File: config.mk
export PLATFORM = sky130hd
export DESIGN_NAME = branch_resolve_unit
export DESIGN_NICKNAME = d
export VERILOG_FILES = /design/src/rtl/bru_pkg.sv /design/src/rtl/branch_cmp.sv /design/src/rtl/branch_resolve_unit.sv
export SDC_FILE = /design/constraint.sdc
export NUM_CORES = 1
export LEC_CHECK = 0
export BUFFER_PORTS_ARGS = -buffer_cell sky130_fd_sc_hd__buf_2
export CORE_MARGIN = 2
export CORE_UTILIZATION = 50
export CTS_BUF_LIST = sky130_fd_sc_hd__clkbuf_8
export DETAILED_ROUTE_END_ITERATION = 8
export GPL_TIMING_DRIVEN = 0
export PLACE_DENSITY = 0.93
export SLEW_MARGIN = 40
export SYNTH_ARGS = -nofsm -noshare
export SYNTH_HDL_FRONTEND = slang
export SYNTH_HIERARCHICAL = 1
export SYNTH_SLANG_ARGS = --single-unit
File: constraint.sdc
create_clock -name CLK -period 4.71 [get_ports CLK]
set_input_delay 0.2355 -clock CLK [delete_from_list [all_inputs] [get_ports CLK]]
set_output_delay 0.2355 -clock CLK [all_outputs]
set_load 0.01 [all_outputs]
File: src/rtl/bru_pkg.sv
// Shared decode constants and FSM state type for the EX-stage branch resolve unit.
package bru_pkg;

    localparam logic [6:0] OP_BRANCH = 7'b1100011;
    localparam logic [6:0] OP_JAL    = 7'b1101111;
    localparam logic [6:0] OP_JALR   = 7'b1100111;

    localparam logic [2:0] F3_BEQ  = 3'b000;
    localparam logic [2:0] F3_BNE  = 3'b001;
    localparam logic [2:0] F3_BLT  = 3'b100;
    localparam logic [2:0] F3_BGE  = 3'b101;
    localparam logic [2:0] F3_BLTU = 3'b110;
    localparam logic [2:0] F3_BGEU = 3'b111;

    typedef enum logic {
        IDLE  = 1'b0,
        FLUSH = 1'b1
    } state_t;

endpackage

File: src/rtl/branch_cmp.sv
// Conditional-branch direction evaluator; reserved funct3 encodings resolve not-taken.
module branch_cmp
    import bru_pkg::*;
(
    input  logic [2:0]  funct3,
    input  logic [31:0] rs1,
    input  logic [31:0] rs2,
    output logic        taken_c
);

    always_comb begin
        taken_c = 1'b0;
        case (funct3)
            F3_BEQ:  taken_c = (rs1 == rs2);
            F3_BNE:  taken_c = (rs1 != rs2);
            F3_BLT:  taken_c = ($signed(rs1) <  $signed(rs2));
            F3_BGE:  taken_c = ($signed(rs1) >= $signed(rs2));
            F3_BLTU: taken_c = (rs1 <  rs2);
            F3_BGEU: taken_c = (rs1 >= rs2);
            default: taken_c = 1'b0;
        endcase
    end

endmodule

File: src/rtl/branch_resolve_unit.sv
// EX-stage branch resolution: predictor update, redirect and front-end flush.
// Optional performance counters are built when BRU_PERF_CNT_EN is defined.
module branch_resolve_unit #(
    parameter int unsigned PC_W         = 12,
    parameter int unsigned FLUSH_CYCLES = 2
) (
    input  logic            CLK,
    input  logic            RSTn,
    input  logic            EX_VALID,
    input  logic [31:0]     INST,
    input  logic [PC_W-1:0] PC,
    input  logic [31:0]     RS1_VAL,
    input  logic [31:0]     RS2_VAL,
    input  logic            PRED_TAKEN,
    input  logic [PC_W-1:0] PRED_TARGET,
    output logic            UPD_VALID,
    output logic [PC_W-1:0] UPD_PC,
    output logic            UPD_TAKEN,
    output logic [PC_W-1:0] UPD_TARGET,
    output logic            REDIRECT,
    output logic [PC_W-1:0] REDIRECT_PC,
    output logic            FLUSH,
    output logic [31:0]     CTRL_CNT,
    output logic [31:0]     MISP_CNT
);
    import bru_pkg::*;

    localparam int unsigned CNT_W = 4;

    logic [6:0]      opcode;
    logic            is_br, is_jal, is_jalr, is_ctrl;
    logic [31:0]     b_imm, j_imm, i_imm, jalr_sum;
    logic            br_taken_c, taken, misp;
    logic [PC_W-1:0] target, fall_thru;

    branch_cmp u_cmp (
        .funct3  (INST[14:12]),
        .rs1     (RS1_VAL),
        .rs2     (RS2_VAL),
        .taken_c (br_taken_c)
    );

    // Decode, target generation and mispredict detection.
    always_comb begin
        opcode   = INST[6:0];
        is_br    = (opcode == OP_BRANCH);
        is_jal   = (opcode == OP_JAL);
        is_jalr  = (opcode == OP_JALR);
        is_ctrl  = is_br | is_jal | is_jalr;
        b_imm    = {{19{INST[31]}}, INST[31], INST[7], INST[30:25], INST[11:8], 1'b0};
        j_imm    = {{11{INST[31]}}, INST[31], INST[19:12], INST[20], INST[30:21], 1'b0};
        i_imm    = {{20{INST[31]}}, INST[31:20]};
        jalr_sum = RS1_VAL + i_imm;
        taken    = is_br ? br_taken_c : (is_jal | is_jalr);
        if (is_jalr)
            target = PC_W'(jalr_sum) & ~PC_W'(1);
        else if (is_jal)
            target = PC + PC_W'(j_imm);
        else
            target = PC + PC_W'(b_imm);
        fall_thru = PC + PC_W'(4);
        misp = is_ctrl && ((taken != PRED_TAKEN) || (taken && (target != PRED_TARGET)));
    end

    state_t          state_q, state_d;
    logic [CNT_W-1:0] cnt_q, cnt_d;
    logic            upd_valid_q, upd_valid_d;
    logic [PC_W-1:0] upd_pc_q, upd_pc_d;
    logic            upd_taken_q, upd_taken_d;
    logic [PC_W-1:0] upd_target_q, upd_target_d;
    logic            redirect_q, redirect_d;
    logic [PC_W-1:0] redirect_pc_q, redirect_pc_d;
    logic            flush_q, flush_d;

    always_comb begin
        state_d       = state_q;
        cnt_d         = cnt_q;
        upd_valid_d   = 1'b0;
        upd_pc_d      = upd_pc_q;
        upd_taken_d   = upd_taken_q;
        upd_target_d  = upd_target_q;
        redirect_d    = 1'b0;
        redirect_pc_d = redirect_pc_q;
        flush_d       = 1'b0;
        case (state_q)
            IDLE: begin
                if (EX_VALID && is_ctrl) begin
                    upd_valid_d  = 1'b1;
                    upd_pc_d     = PC;
                    upd_taken_d  = taken;
                    upd_target_d = target;
                    if (misp) begin
                        redirect_d    = 1'b1;
                        redirect_pc_d = taken ? target : fall_thru;
                        cnt_d         = CNT_W'(FLUSH_CYCLES);
                        state_d       = bru_pkg::FLUSH;
                        flush_d       = 1'b1;
                    end
                end
            end
            bru_pkg::FLUSH: begin
                // Wrong-path instructions are dropped while the front end refills.
                cnt_d = cnt_q - CNT_W'(1);
                if (cnt_q <= CNT_W'(1))
                    state_d = IDLE;
                else
                    flush_d = 1'b1;
            end
            default: state_d = IDLE;
        endcase
    end

    always_ff @(posedge CLK) begin
        if (!RSTn) begin
            state_q       <= IDLE;
            cnt_q         <= '0;
            upd_valid_q   <= 1'b0;
            upd_pc_q      <= '0;
            upd_taken_q   <= 1'b0;
            upd_target_q  <= '0;
            redirect_q    <= 1'b0;
            redirect_pc_q <= '0;
            flush_q       <= 1'b0;
        end else begin
            state_q       <= state_d;
            cnt_q         <= cnt_d;
            upd_valid_q   <= upd_valid_d;
            upd_pc_q      <= upd_pc_d;
            upd_taken_q   <= upd_taken_d;
            upd_target_q  <= upd_target_d;
            redirect_q    <= redirect_d;
            redirect_pc_q <= redirect_pc_d;
            flush_q       <= flush_d;
        end
    end

    assign UPD_VALID   = upd_valid_q;
    assign UPD_PC      = upd_pc_q;
    assign UPD_TAKEN   = upd_taken_q;
    assign UPD_TARGET  = upd_target_q;
    assign REDIRECT    = redirect_q;
    assign REDIRECT_PC = redirect_pc_q;
    assign FLUSH       = flush_q;

`ifdef BRU_PERF_CNT_EN
    logic [31:0] ctrl_cnt_q, ctrl_cnt_d;
    logic [31:0] misp_cnt_q, misp_cnt_d;

    // Saturating counters advance together with the strobes they count.
    always_comb begin
        ctrl_cnt_d = ctrl_cnt_q;
        misp_cnt_d = misp_cnt_q;
        if (upd_valid_d && (ctrl_cnt_q != 32'hFFFF_FFFF))
            ctrl_cnt_d = ctrl_cnt_q + 32'd1;
        if (redirect_d && (misp_cnt_q != 32'hFFFF_FFFF))
            misp_cnt_d = misp_cnt_q + 32'd1;
    end

    always_ff @(posedge CLK) begin
        if (!RSTn) begin
            ctrl_cnt_q <= '0;
            misp_cnt_q <= '0;
        end else begin
            ctrl_cnt_q <= ctrl_cnt_d;
            misp_cnt_q <= misp_cnt_d;
        end
    end

    assign CTRL_CNT = ctrl_cnt_q;
    assign MISP_CNT = misp_cnt_q;
`else
    assign CTRL_CNT = 32'd0;
    assign MISP_CNT = 32'd0;
`endif

endmodule

# ---- After elaboration in Yosys (flattened, before gate mapping)
# Cells that the tools add are included.
dict set report op_classes {
  addsub 5
  n_mul 0
  n_eq_ne 14
  order_cmp 5
  reduce_logical 9
  n_mux 13
  bitwise_logic 5
  n_shift 0
  div 0
}
# operator n
set ops {}
lappend ops {{>= comparator 32 bit} 2}
lappend ops {{< comparator 32 bit} 2}
lappend ops {{adder 12 bit} 3}
lappend ops {{2-to-1 mux 12 bit} 3}
lappend ops {{== test 32 bit} 1}
lappend ops {{inequality test 32 bit} 1}
lappend ops {{== test 7 bit (second input constant)} 3}
lappend ops {{adder 12 x 3 -> 12 bit (second input constant)} 1}
lappend ops {{== test 3 bit (second input constant)} 4}
lappend ops {{inequality test 12 bit} 1}
lappend ops {{2-to-1 mux 4 bit} 2}
lappend ops {{case mux 4 bit (2 select lines)} 1}
lappend ops {{case mux 1 bit (6 select lines)} 1}
lappend ops {{2-to-1 mux 1 bit} 5}
lappend ops {{<= comparator 4 x 1 -> 1 bit (second input constant)} 1}
lappend ops {{inequality test 2 bit (second input constant)} 2}
lappend ops {{AND reduction 2 bit} 2}
lappend ops {{subtractor 4 x 1 -> 4 bit (second input constant)} 1}
lappend ops {{== test 3 x 1 -> 1 bit (second input constant)} 1}
lappend ops {{logical AND 1 bit} 3}
lappend ops {{logical NOT 3 bit} 1}
lappend ops {{OR 1 bit} 3}
lappend ops {{AND reduction 3 bit} 1}
lappend ops {{NOT 1 bit} 2}
lappend ops {{other kinds (4)} 4}
dict set report totals {
  elab_cells 59
  output_inout_bits 104
  romBits 0
  ramBits 0
  inputBits 124
  latchBits 0
  mem_count 0
  reg_bits 44
}

# ---- Logic depth before layout (Yosys ltp)
dict set report depth {
  ltp_word 10
  mapped_depth 18
  depth_no_buf 17
}

# ---- Cells and area by module
# Netlist, hierarchy kept.
# module cells_each seq_area_each_um2 n_inst area_per_inst_um2
set by_module_without_submodules {}
lappend by_module_without_submodules {branch_resolve_unit 534 880.8 1 4164.0}
lappend by_module_without_submodules {branch_cmp 128 0.0 1 923.4}

# ---- Worst setup path before layout
# Ideal clock, no wire load.
dict set report synth_path {
  kind {in2reg}
  start {input INST[4]}
  end {register redirect_pc_q[3], in the netlist REDIRECT_PC[3]}
  path_buffers 2
  arrival_time_ns 4.079
  stages 16
  path_slack_ns 0.498
  required_time_ns 4.577
  setup_ns 0.133
  cell_sequence {nand3b_1 -> clkbuf_1 -> nor2_1 -> mux2_2 -> ha_1 -> fa_1 -> a211oi_2 -> o21bai_1 -> a32o_2 -> or3_1 -> a221oi_2 -> o2111ai_2 -> or4_1 -> buf_2 -> a21oi_2 -> a211oi_2}
}
dict set report synth_via {
  elab_chain_len 8
  word_cells_on_any_way 17
  cone_classes {eq/ne (5); mux (4); bitwise (3); reduce/logical (5)}
}
# item line_no
set synth_rtl {}
lappend synth_rtl {{start, declared} branch_resolve_unit.sv:10} ;# input logic [31:0] INST,
lappend synth_rtl {{== test 7 bit} branch_resolve_unit.sv:47} ;# is_jal = (opcode == OP_JAL);
lappend synth_rtl {{2-to-1 mux 12 bit} branch_resolve_unit.sv:57} ;# else if (is_jal)
lappend synth_rtl {{2-to-1 mux 12 bit} branch_resolve_unit.sv:55} ;# if (is_jalr)
lappend synth_rtl {{inequality test 12 bit} branch_resolve_unit.sv:62} ;# misp = is_ctrl && ((taken != PRED_TAKEN) || (taken && (target != PRED_TARGET)));
lappend synth_rtl {{logical AND 1 bit} branch_resolve_unit.sv:62}
lappend synth_rtl {{logical OR 1 bit} branch_resolve_unit.sv:62}
lappend synth_rtl {{logical AND 1 bit} branch_resolve_unit.sv:62}
lappend synth_rtl {{AND reduction 3 bit (no source line)} --}
lappend synth_rtl {{end signal, assigned} branch_resolve_unit.sv:132} ;# redirect_pc_q <= redirect_pc_d;
lappend synth_rtl {{end, declared} branch_resolve_unit.sv:72} ;# logic [PC_W-1:0] redirect_pc_q, redirect_pc_d;
# Parallel ways exist; a longest one is shown, timed or not.
# A chain may end at the register's enable or synchronous reset.

# ---- Worst setup path after layout
dict set report layout_path {
  start {input INST[4]}
  end {register redirect_pc_q[4], in the netlist REDIRECT_PC[4]}
}
# The elaborated chain is that of the path after synthesis.

==> flow_metrics.py <==
metrics = {
    "synthesis": {
        "syn_inst": 662,
        "ys_seq_area_share_pct": 17.3,
        "ys.flop_type": "dfxtp_1",
        "syn-cell-area_sq_um": 5090,
        "synth_cell_types": 84,
        "synth-seq-cells": 44,
        "synth_edf_count": 0,
        "synth-async-reset-ratio_pct": 0,
        "synth_warnings": 6,
        "postSynthAreaPerCell_sq_um": 7.68,
    },
    "sta": {
        "maxSlewViolCount": 0,
        "layout_min_cycle_time_ps": 4420,
        "setup_tns_ps": 0,
        "slew_headroom_pct": 53.0,
        "clock.fmax_mhz": 226,
        "clock_skew_ps": 7.85,
        "final_hold_viol_count": 0,
        "setup_viol": 0,
        "fin_crit_sh_pct": 93.9,
        "rsz0062_at_grt": "false",
        "tightest_slew_ps": 699,
    },
    "grt": {
        "antenna_found_initial": 1,
        "grt_pass1_vias": 4996,
        "track_usage_pct": 25.0,
        "grt_max_degree": 14,
        "grt_pass1_wl_microns": 23000,
        "overflow": 0,
    },
    "min_path": {
        "hold_class": "input pin to flip-flop",
    },
    "floorplan": {
        "rows": 36,
        "dieArea_sq_um": 11000,
        "dieHeight_microns": 105,
        "ios": 228,
        "chipWidth_microns": 105,
        "core_sq_um": 9820,
        "start_util_pct": 51.8,
    },
    "power_and_ir_drop": {
        "p_leak_nw": 3.23,
        "total_power_mw": 1.09,
        "vdd_drop_max_uv": 130,
        "cellPowerDensity_nw_per_um2": 171,
    },
    "placed_design": {
        "place_hpwl_microns": 12200,
        "gp_congestion": 0.945,
        "port_buffers": 156,
    },
    "finish": {
        "drive_gt1_share_pct": 29.9,
        "syn2layout_area_growth_pct": 25.6,
        "fillers": 854,
        "nets": 1070,
    },
    "clock_tree": {
        "clkLatencyLatePin_ps": 300,
        "cts_tree": "built",
        "clock_path_buffers": 2,
        "cts_root_buffer": "clkbuf_8",
        "numCtsBuffers": 5,
        "clk_pin_slew_ps": 80,
        "clock-sinks": 44,
        "h-tree-depth": 2,
    },
    "route": {
        "drc": 0,
        "totalWireLength_microns": 14400,
        "drtPass1Iterations": 5,
        "vias_per_cell": 5.34,
        "drt_iter0_drc": 366,
        "wl_per_cell_microns": 14.1,
        "vias": 5464,
        "drtAntennaViolNets": 0,
    },
    "setup_path": {
        "crit_arrival_ps": 4590,
        "crit_fanout": 10,
        "end_kind": "flip-flop",
        "crit_path_start_kind": "input pin",
        "crit_type": "input pin to flip-flop",
        "cp.required_ps": 4880,
    },
    "status": {
        "status": "complete, no violations",
    },
    "job": {
        "cap_viol_max_count": 0,
    },
}
layer usage:
layer  wire [microns]  GRT usage [%]
met1             5840           30.7
met2             7030           45.1
met4              286           6.86
met5                0              0
met3             1260           3.87
state kept, by name (all words and copies together) (netlist names):
name and count:
UPD_PC 12, UPD_VALID 1, REDIRECT_PC 12, cnt_q 4, UPD_TARGET 12, FLUSH 1, UPD_TAKEN 1, REDIRECT 1
placed cells by master, fill, tap and decap left out, types with 10 or more instances in the layout:
master      n
nor2_1     32
xor2_1     15
a21oi_1    55
a211oi_1   14
buf_4      65
conb_1     64
o21ai_0    39
nand2_1    64
o211ai_1   11
nand3_1    26
nor3_1     10
clkbuf_1   17
inv_1      41
buf_2     157
ha_1       55
nand4_1    14
dfxtp_1    44
and3_1     10
through the flow:
step	hold WS [ps]	setup WS (ps)	util (%)	instances	instance area [sq um]
4_1_cts	210	200	64.8	1022	6360
5_1_grt	215	46.1	65.0	1023	6390
6_report	208	289	65.1	1024	6390
3_3_place_gp	439	-99.5	63.9	1014	6270
2_1_floorplan	371	498	-	725	5320
3_5_place_dp	445	-107	63.9	1014	6270
final timing paths:
| kind | end | depth (start not counted) | slack [ps] | start |
|---|---|---|---|---|
| max | REDIRECT_PC[4] | 17 | 290 | INST[4] |
| min | UPD_PC[1] | 3 | 210 | PC[1] |
| max reg2reg | UPD_PC[3] | 6 | 2760 | FLUSH |
| min reg2reg | UPD_PC[2] | 2 | 460 | UPD_PC[2] |
cells by family after synthesis:
| logic type | share of synthesized area, % |
|---|---|
| simple gates | 22.6 |
| compound gates | 24.3 |
| buf+inv | 15.1 |
| fa+ha+maj | 14.3 |
| flops | 17.3 |
| xor+xnor | 3.96 |
| mux | 2.46 |
| other cells | 0.0737 |
worst max-delay path: stages:
cell       delay [ps]
buf_2             100
nand3b_1          200
clkbuf_1          260
nor2_2            260
mux2_2            370
ha_1              210
fa_1              420
a211oi_2          330
o21bai_1          130
a32o_2            290
or3_1             360
a221oi_2          300
o2111ai_2         180
or4_1             540
buf_2             190
nand3_1           130
a21oi_1            80
power by group:
group          total, mW  switching, mW  internal [mW]  leakage, nW
Sequential         0.376        0.00148          0.374        0.355
Clock              0.242          0.125          0.117       0.0510
Combinational      0.474          0.265          0.210         2.83
repair_timing:
item,4_1_cts,5_1_grt
setup endpoints to repair,0,16
gates resized for setup,0,3
hold buffers,0,0
endpoints found under the hold margin,0,0
setup buffers,0,1
Yosys cell counts, types with 6 or more instances:
cell type	number	area, sq um
clkbuf_1	17	63.8
and2_1	6	37.5
o211ai_1	11	82.6
nor3_1	10	50.1
and3_1	10	62.6
nand2b_1	6	37.5
xnor2_1	8	70.1
o21ai_0	39	195
a211oi_1	14	105
dfxtp_1	44	881
xor2_1	15	131
a21o_1	8	60.1
inv_1	41	154
nand3_1	26	130
nor2_1	33	124
buf_4	64	480
a21oi_1	55	275
ha_1	55	688
nand2_1	64	240
nand4_1	14	87.6
mux2i_1	8	80.1
final cells by class:
type	instances	area (sq um)	area share (%)
multi-input combinational	552	3690	57.8
sequential	44	881	13.8
timing repair buffer	157	788	12.3
buffer	87	608	9.52
tap	133	166	2.60
inverter	42	158	2.47
clock buffer	6	82.6	1.29
clock inverter	2	10.0	0.157
antenna	1	2.50	0.0392
Power figures use the tool's default switching activity.
